$ cat src/rtl/scpu_run_ctrl.sv
`default_nettype none
// ============================================================================
//  Module   : scpu_run_ctrl
//  Purpose  : Run/halt/step controller with one PC breakpoint for the
//             single-cycle RISC-V core. Drives the core clock-enable, gates
//             the data-memory write strobe and counts retired instructions.
//  Revision : 1.0  initial release
// ============================================================================
module scpu_run_ctrl #(
  parameter bit RESET_RUN = 1'b0,
  parameter int CNT_W     = 32
) (
  input  logic             clk,
  input  logic             reset,
  input  logic             run_cmd,
  input  logic             halt_cmd,
  input  logic             step_cmd,
  input  logic [7:0]       step_count,
  input  logic             bp_en,
  input  logic [31:0]      bp_addr,
  input  logic [31:0]      pc,
  input  logic             mem_w_in,
  output logic             cpu_en,
  output logic             mem_w_out,
  output logic             halted,
  output logic [1:0]       state,
  output logic             bp_hit,
  output logic [CNT_W-1:0] instret
);

  localparam logic [1:0] ST_HALT  = 2'b00;
  localparam logic [1:0] ST_RUN   = 2'b01;
  localparam logic [1:0] ST_STEP  = 2'b10;
  localparam logic [1:0] ST_BREAK = 2'b11;
  localparam logic [1:0] ST_RESET = RESET_RUN ? ST_RUN : ST_HALT;

  localparam logic [CNT_W-1:0] CNT_ONE = {{(CNT_W-1){1'b0}}, 1'b1};

  logic [1:0] cur_state;
  logic [1:0] nxt_state;
  logic [7:0] step_left;
  logic [7:0] nxt_step_left;
  logic       skip_bp;
  logic       nxt_skip_bp;
  logic       hit_flag;
  logic       nxt_hit_flag;

  logic       active;
  logic       bp_match;
  logic       exec_en;

  // Executing states; the breakpoint is masked for one retire after resuming
  // so the instruction sitting at bp_addr can be executed once.
  assign active   = (cur_state == ST_RUN) || (cur_state == ST_STEP);
  assign bp_match = bp_en && (pc == bp_addr) && !skip_bp;
  // Combinational so halt and breakpoint suppress the instruction in-cycle.
  assign exec_en  = active && !halt_cmd && !bp_match;

  // State register together with the step counter and breakpoint flags.
  always_ff @(posedge clk) begin
    if (reset) begin
      cur_state <= ST_RESET;
      step_left <= 8'd0;
      skip_bp   <= 1'b0;
      hit_flag  <= 1'b0;
    end else begin
      cur_state <= nxt_state;
      step_left <= nxt_step_left;
      skip_bp   <= nxt_skip_bp;
      hit_flag  <= nxt_hit_flag;
    end
  end

  // Next-state logic; halt beats breakpoint, which beats every other command.
  always_comb begin
    nxt_state     = cur_state;
    nxt_step_left = step_left;
    nxt_skip_bp   = skip_bp;
    nxt_hit_flag  = hit_flag;

    // The first retire after resuming re-arms the breakpoint.
    if (exec_en) begin
      nxt_skip_bp = 1'b0;
    end

    case (cur_state)
      ST_HALT, ST_BREAK: begin
        if (!halt_cmd) begin
          if (step_cmd) begin
            nxt_state     = ST_STEP;
            nxt_step_left = (step_count == 8'd0) ? 8'd1 : step_count;
            nxt_hit_flag  = 1'b0;
            nxt_skip_bp   = 1'b1;
          end else if (run_cmd) begin
            nxt_state    = ST_RUN;
            nxt_hit_flag = 1'b0;
            nxt_skip_bp  = 1'b1;
          end
        end
      end

      ST_RUN: begin
        if (halt_cmd) begin
          nxt_state = ST_HALT;
        end else if (bp_match) begin
          nxt_state    = ST_BREAK;
          nxt_hit_flag = 1'b1;
        end
      end

      ST_STEP: begin
        if (halt_cmd) begin
          nxt_state = ST_HALT;
        end else if (bp_match) begin
          nxt_state    = ST_BREAK;
          nxt_hit_flag = 1'b1;
        end else if (run_cmd) begin
          // Promote the step into free-running; skip_bp is left as is.
          nxt_state = ST_RUN;
        end else if (exec_en) begin
          if (step_left == 8'd1) begin
            nxt_state = ST_HALT;
          end else begin
            nxt_step_left = step_left - 8'd1;
          end
        end
      end

      default: begin
        nxt_state = ST_HALT;
      end
    endcase
  end

  // Output decode from the current state and the in-cycle enable.
  always_comb begin
    cpu_en    = exec_en;
    mem_w_out = mem_w_in && exec_en;
    halted    = (cur_state == ST_HALT) || (cur_state == ST_BREAK);
    state     = cur_state;
    bp_hit    = hit_flag;
  end

  // Retired-instruction counter; wraps silently.
  always_ff @(posedge clk) begin
    if (reset) begin
      instret <= '0;
    end else if (exec_en) begin
      instret <= instret + CNT_ONE;
    end
  end

endmodule
`default_nettype wire

$ cat config.mk
export PLATFORM = sky130hd
export DESIGN_NAME = scpu_run_ctrl
export DESIGN_NICKNAME = d
export VERILOG_FILES = /design/src/rtl/scpu_run_ctrl.sv
export SDC_FILE = /design/constraint.sdc
export NUM_CORES = 1
export LEC_CHECK = 0
export ABC_AREA = 1
export CAP_MARGIN = 25
export CORE_MARGIN = 2
export CORE_UTILIZATION = 34
export DETAILED_ROUTE_END_ITERATION = 8
export HOLD_SLACK_MARGIN = 0.05
export PLACE_DENSITY = 0.63
export SYNTH_ARGS = -nofsm -noshare
export SYNTH_HDL_FRONTEND = slang
export SYNTH_SLANG_ARGS = --single-unit
$ cat constraint.sdc
create_clock -name clk -period 2.1 [get_ports clk]
set_input_delay 0.42 -clock clk [delete_from_list [all_inputs] [get_ports clk]]
set_output_delay 0.42 -clock clk [all_outputs]
set_load 0.05 [all_outputs]
# Yosys cells after proc, flatten, opt, wreduce, memory -nomap -nowiden
# Cells that the tools add are included.
[classes]
addsub = 2
eq_ne = 18
n_mux = 31
n_reduce_logical = 18
[ops]
columns = ["cell", "n"]
rows = [
  ["8-bit 2-to-1 mux", 8],
  ["32-bit by 1-bit adder with 32-bit output (second input constant)", 1],
  ["32-bit == test", 1],
  ["2-bit 2-to-1 mux", 10],
  ["2-bit inequality test (second input constant)", 8],
  ["8-bit case mux with 2 select lines", 1],
  ["1-bit 2-to-1 mux", 10],
  ["8-bit by 1-bit == test with 1-bit output (second input constant)", 1],
  ["8-bit zero test", 1],
  ["8-bit AND reduction", 1],
  ["8-bit by 1-bit subtractor with 8-bit output (second input constant)", 1],
  ["3-bit inequality test (second input constant)", 2],
  ["2-bit case mux with 3 select lines", 1],
  ["1-bit logical AND", 5],
  ["5-bit by 4-bit inequality test with 1-bit output (second input constant)", 1],
  ["5-bit inequality test (second input constant)", 1],
  ["5-bit AND reduction", 1],
  ["2-bit == test (second input constant)", 2],
  ["4-bit AND reduction", 1],
  ["2-bit OR reduction", 2],
  ["1-bit zero test", 3],
  ["2-bit by 1-bit == test with 1-bit output (second input constant)", 1],
  ["2-bit zero test", 1],
  ["1-bit logical OR", 2],
  ["3 further kinds", 3],
]
[word_totals]
regBits = 44
in_bits = 79
out_inout_bits = 38
elab_cells = 74

# Longest topological paths before layout
[depth]
word_depth = 10
depth_mapped = 15
mapped_depth_nobuf = 15

# Worst setup path before layout
# OpenSTA, ideal clock, no wires.
[synth_path]
path_type = "register to output"
start = "reg cur_state[0] (netlist: state[0])"
end = "out mem_w_out"
arrival_time_ps = 2585
t_required_ps = 1680
setup_slack_ps = -905
stages_incl_launch_ff = 7
n_path_buf = 1
path_cell_list = "dfxtp_1 > inv_1 > ha_1 > nor2_1 > nand2_4 > buf_6 > nor2_1"
[synth_via]
elab_chain_len = 5
word_cells_on_any_way = 6
cone_classes = "eq/ne (2); reduce/logical (4)"
[synth_rtl]
columns = ["element", "line_no", "rtl"]
rows = [
  ["start, declared", "39", "logic [1:0] cur_state;"],
  ["start signal, assigned", "67", "cur_state <= nxt_state;"],
  ["2-bit by 1-bit == test with 1-bit output / 2-bit == test (equally long branches)", "54", "assign active = (cur_state == ST_RUN) || (cur_state == ST_STEP);"],
  ["1-bit logical OR *", "54", ""],
  ["1-bit logical AND * (2 in series)", "57", "assign exec_en = active && !halt_cmd && !bp_match;"],
  ["1-bit logical AND *", "138", "mem_w_out = mem_w_in && exec_en;"],
  ["end, declared", "24", "output logic mem_w_out,"],
]
# Every way passes the cells marked *; elsewhere a longest branch is shown, timed or not.

# Final worst setup path
[layout_path]
start = "in bp_addr[2]"
end = "out cpu_en"
[layout_via]
elab_chain_len = 5
[layout_rtl]
columns = ["element", "line_no", "rtl"]
rows = [
  ["start, declared", "20", "input logic [31:0] bp_addr,"],
  ["32-bit == test", "55", "assign bp_match = bp_en && (pc == bp_addr) && !skip_bp;"],
  ["1-bit logical AND (2 in series)", "55", ""],
  ["1-bit zero test", "57", ""],
  ["1-bit logical AND", "57", ""],
  ["end, declared", "23", "output logic cpu_en,"],
]
# Every way passes these cells.

==> Implementation_results.wiki <==
{| class="wikitable"
! Metric !! Value
|-
| Synth cell types || 35
|-
| Clock-pin slew of the registers on the worst-case setup and hold paths || 0.10 ns
|-
| Shortest period the worst path allows || 2.04 ns
|-
| Critical-path cell list || dlygate4sd2_1, xor2_1, nor2_1, nand3_1, nor2_1, nand3_2, nand2_4, inv_4, buf_8
|-
| I/O pin total || 117
|-
| Crit Path Category || in2out
|-
| Clock latency of the later-clocked register in the worst-skew pair || 0.31 ns
|-
| Worst Hold Path Cells || 2
|-
| Maximum number of pins on one net before global-route repair || 26
|-
| Synth area leader || dfxtp_1
|-
| Leading cell types by count after synthesis || nand2_1 (170), inv_1 (77), nor2_1 (62)
|-
| Main synth FF type || dfxtp_1
|-
| Ys Warns || 0
|-
| Cell type of the slowest stage on the worst timing path || dlygate4sd2_1
|-
| Hold_ws || 0.502 ns
|-
| PortBufs || between 100 and 150
|-
| Hold EP || instret[31]
|-
| Maximum level of the CTS H-tree || 2
|-
| Number of synthesized flops with an enable pin || 0
|-
| Area contributors post-synth || dfxtp_1 (26%), nand2_1 (19%), inv_1 (8.5%)
|-
| Initial detailed-routing violation count || approximately 160
|-
| TritonCTS Sinks || 44
|-
| Sequential area share after synthesis || 25.9%
|-
| Worst setup slack before clock tree synthesis || -0.284 ns
|-
| Die height || 104 µm
|-
| Post-synth design cell area || 3400 µm²
|-
| Leakage power || 0.00217 µW
|-
| Mean cell area of the mapped netlist || 6.11 µm²
|-
| Initial antenna violation count || 2
|-
| Sum of net half-perimeters after detailed placement || 8340 µm
|-
| Leading cell type by number of instances after synthesis || nand2_1
|-
| Total routing usage reported by global routing || 19.5%
|-
| Delay of the slowest cell on the worst path || 0.24 ns
|-
| Aggregate global routing overflow || 0
|-
| Peak supply drop || 0.528 mV
|-
| Power per cell area || 734 nW/µm²
|-
| Final routed wirelength across all metal layers || 10400 µm
|-
| Final setup violating endpoints || 0
|-
| Start of the worst register-to-register path || instret[0]
|-
| Final worst-path setup slack || 0.0571 ns
|-
| Residual antenna-violating net count after detailed routing || 0
|-
| DRC || 0
|-
| Worst max-slew margin expressed relative to the limit || between 60% and 70%
|-
| Dominant cell type by count on the critical path || nor2_1
|-
| Share of the synthesized area in the top cell type || 25.9%
|-
| Worst reg-to-reg path cell count || 9
|-
| Post-DR wirelength/cell || 12.8 µm
|-
| Net count, final || 760
|-
| Post-route clock period utilization || around 100%
|-
| Slew at the pin closest to its max-slew limit || 0.506 ns
|-
| Overall Power || 3550 µW
|-
| Floorplan die area || around 11000 µm²
|-
| Type of the worst min-delay path || reg2reg
|-
| Vias in the first global route || 3642
|-
| TritonCTS clock tree || yes
|-
| Nature of the critical path endpoint || output pin
|-
| Capture instance of the worst register-to-register path || instret[30]
|-
| Final-report hold violation count || 0
|-
| Placed cell count || 801
|-
| DR vias || 3871
|-
| Initial Utilization || 34.9%
|-
| Area growth from synthesis to layout || 42.2%
|-
| Global placement routability congestion || 0.877
|-
| Post-Syn Nets || 640
|-
| Filler Cells Inserted || 1051
|-
| Clock Skew || 0.0157 ns
|-
| Number of buffers added to fix hold violations after cts || 0
|-
| Cell type group with the largest total delay on the critical path || simple AND/OR/NAND/NOR gates
|-
| Outcome || finished, final reports clean
|-
| Start point of the worst hold path || instret[31]
|-
| Max-cap violations || 0
|-
| Required time worst endpoint || 1.68 ns
|-
| Total clock buffers created by CTS || 5
|-
| DIE WIDTH || between 100 and 150 µm
|-
| Asr flop ratio synth || 0%
|-
| Synthesized netlist cell count || 556
|-
| Number of buffer and inverter instances along the worst setup path || 3
|-
| Count of TritonRoute iterations in the first routing pass || 4
|-
| Area of combinational cells with multiple inputs || 2160 µm²
|-
| Proportion of layout cells with a drive suffix above 1 || between 10% and 20%
|-
| Crit-path max FO || 5
|-
| Max Buffers Root-to-Sink || 2
|-
| Number of standard cells in the layout, taps in and fillers out || slightly above 800
|-
| Sequential Area || 887 µm²
|-
| Total core area || 9730 µm²
|-
| Setup slack on the worst flop-to-flop path || between 0.2 and 0.3 ns
|-
| Number of vias per cell || around 4.8
|-
| Data arrival time at the worst-slack endpoint || 1.62 ns
|-
| Placement Rows || 36
|-
| CP Launch Type || input pin
|-
| First-pass GRT wire length || 17500 µm
|-
| Number of flip-flops and latches in the synthesized netlist || 44
|-
| Count of pins over their slew limit || 0
|-
| Clock tree root buffer cell || clkbuf_8
|-
| Max Freq || 0.490 GHz
|}
-- worst max path at each step --
stage          cells after the start  slack [ns]        end   startpoint
6_report                           9        0.06     cpu_en   bp_addr[2]
5_1_grt                           12       -0.02     cpu_en        pc[9]
4_1_cts                           13       0.001     cpu_en  bp_addr[29]
3_5_place_dp                      11       -0.28     cpu_en  bp_addr[31]
3_3_place_gp                      11       -0.23     cpu_en  bp_addr[31]
2_1_floorplan                      6        0.13  mem_w_out     state[0]
-- where the power goes --
| group | switching (µW) | leakage [µW] | internal (µW) |
|---|---|---|---|
| registers | 83.1 | 0.000358 | 927 |
| clock network | 315 | 0.0000596 | 342 |
| logic | 1140 | 0.00175 | 740 |
-- layout by cell type, fill, tap and decap left out, drive strengths merged, types with 19 or more instances in the layout --
cell           netlist  routed
o21ai               23      23
nand2              173     173
nand3               19      19
clkdlybuf4s50        0      40
xor2                21      21
clkdlybuf4s15        0      21
a21oi               44      44
nor2                65      65
dlygate4sd2          0      35
dfxtp               44      44
inv                 81      81
-- through the flow --
stage | utilization [%] | area, µm² | setup TNS, ns
finish | 49.7 | 4830 | 0
global route | 49.7 | 4830 | -0.0464
CTS | 49.5 | 4810 | 0
detailed placement | 48.7 | 4740 | -8.22
global placement | 48.7 | 4740 | -5.59
floorplan | - | 3430 | 0
-- worst reg2reg max path, cell delays in order (launching register included) --
cell     delay, ns
dfxtp_1       0.43
ha_1          0.22
nand3_2       0.19
nor2_1        0.18
inv_1         0.11
nor2_1        0.21
nand2_1       0.11
xnor2_1       0.14
nand2_1       0.06
a21oi_1       0.11
-- sequential cells by signal, summed over array words and instances, names as in the netlist --
register and count:
bp_hit 1, instret 32, skip_bp 1, state 2, step_left 8
-- final cells by class --
type	count	area share, %
Antenna cell	2	0.104
Clock buffer	7	2.23
Clock inverter	1	0.181
Inverter	81	6.35
Multi-Input combinational cell	417	44.8
Sequential cell	44	18.4
Tap cell	133	3.44
Timing Repair Buffer	127	24.6
-- what timing repair did --
action / CTS / global route
resized for setup: 79 / 47
setup endpoints to repair: 2 / 6
setup buffers: 2 / 0
pin swaps: 40 / 32
-- metal layers --
metal / global-route usage [%] / up-vias / wire, µm
li1: - / 2001 / -
met1: 25.8 / 1759 / 4780
met2: 32.8 / 96 / 4980
met3: 3.26 / 15 / 433
met4: 4.92 / 0 / 177
met5: 0 / - / 0
-- cell families after synthesis --
| family | after synthesis | share of synthesized area [%] |
|---|---|---|
| flip-flops | 44 | 25.9 |
| AO/OA/AOI/OAI | 73 | 11.1 |
| buffers and inverters | 95 | 11.9 |
| adder cells (fa/ha/maj) | 5 | 1.84 |
| XOR/XNOR | 35 | 9.02 |
| AND/OR/NAND/NOR | 304 | 40.1 |
No activity file was read; power rests on OpenSTA's default activity.
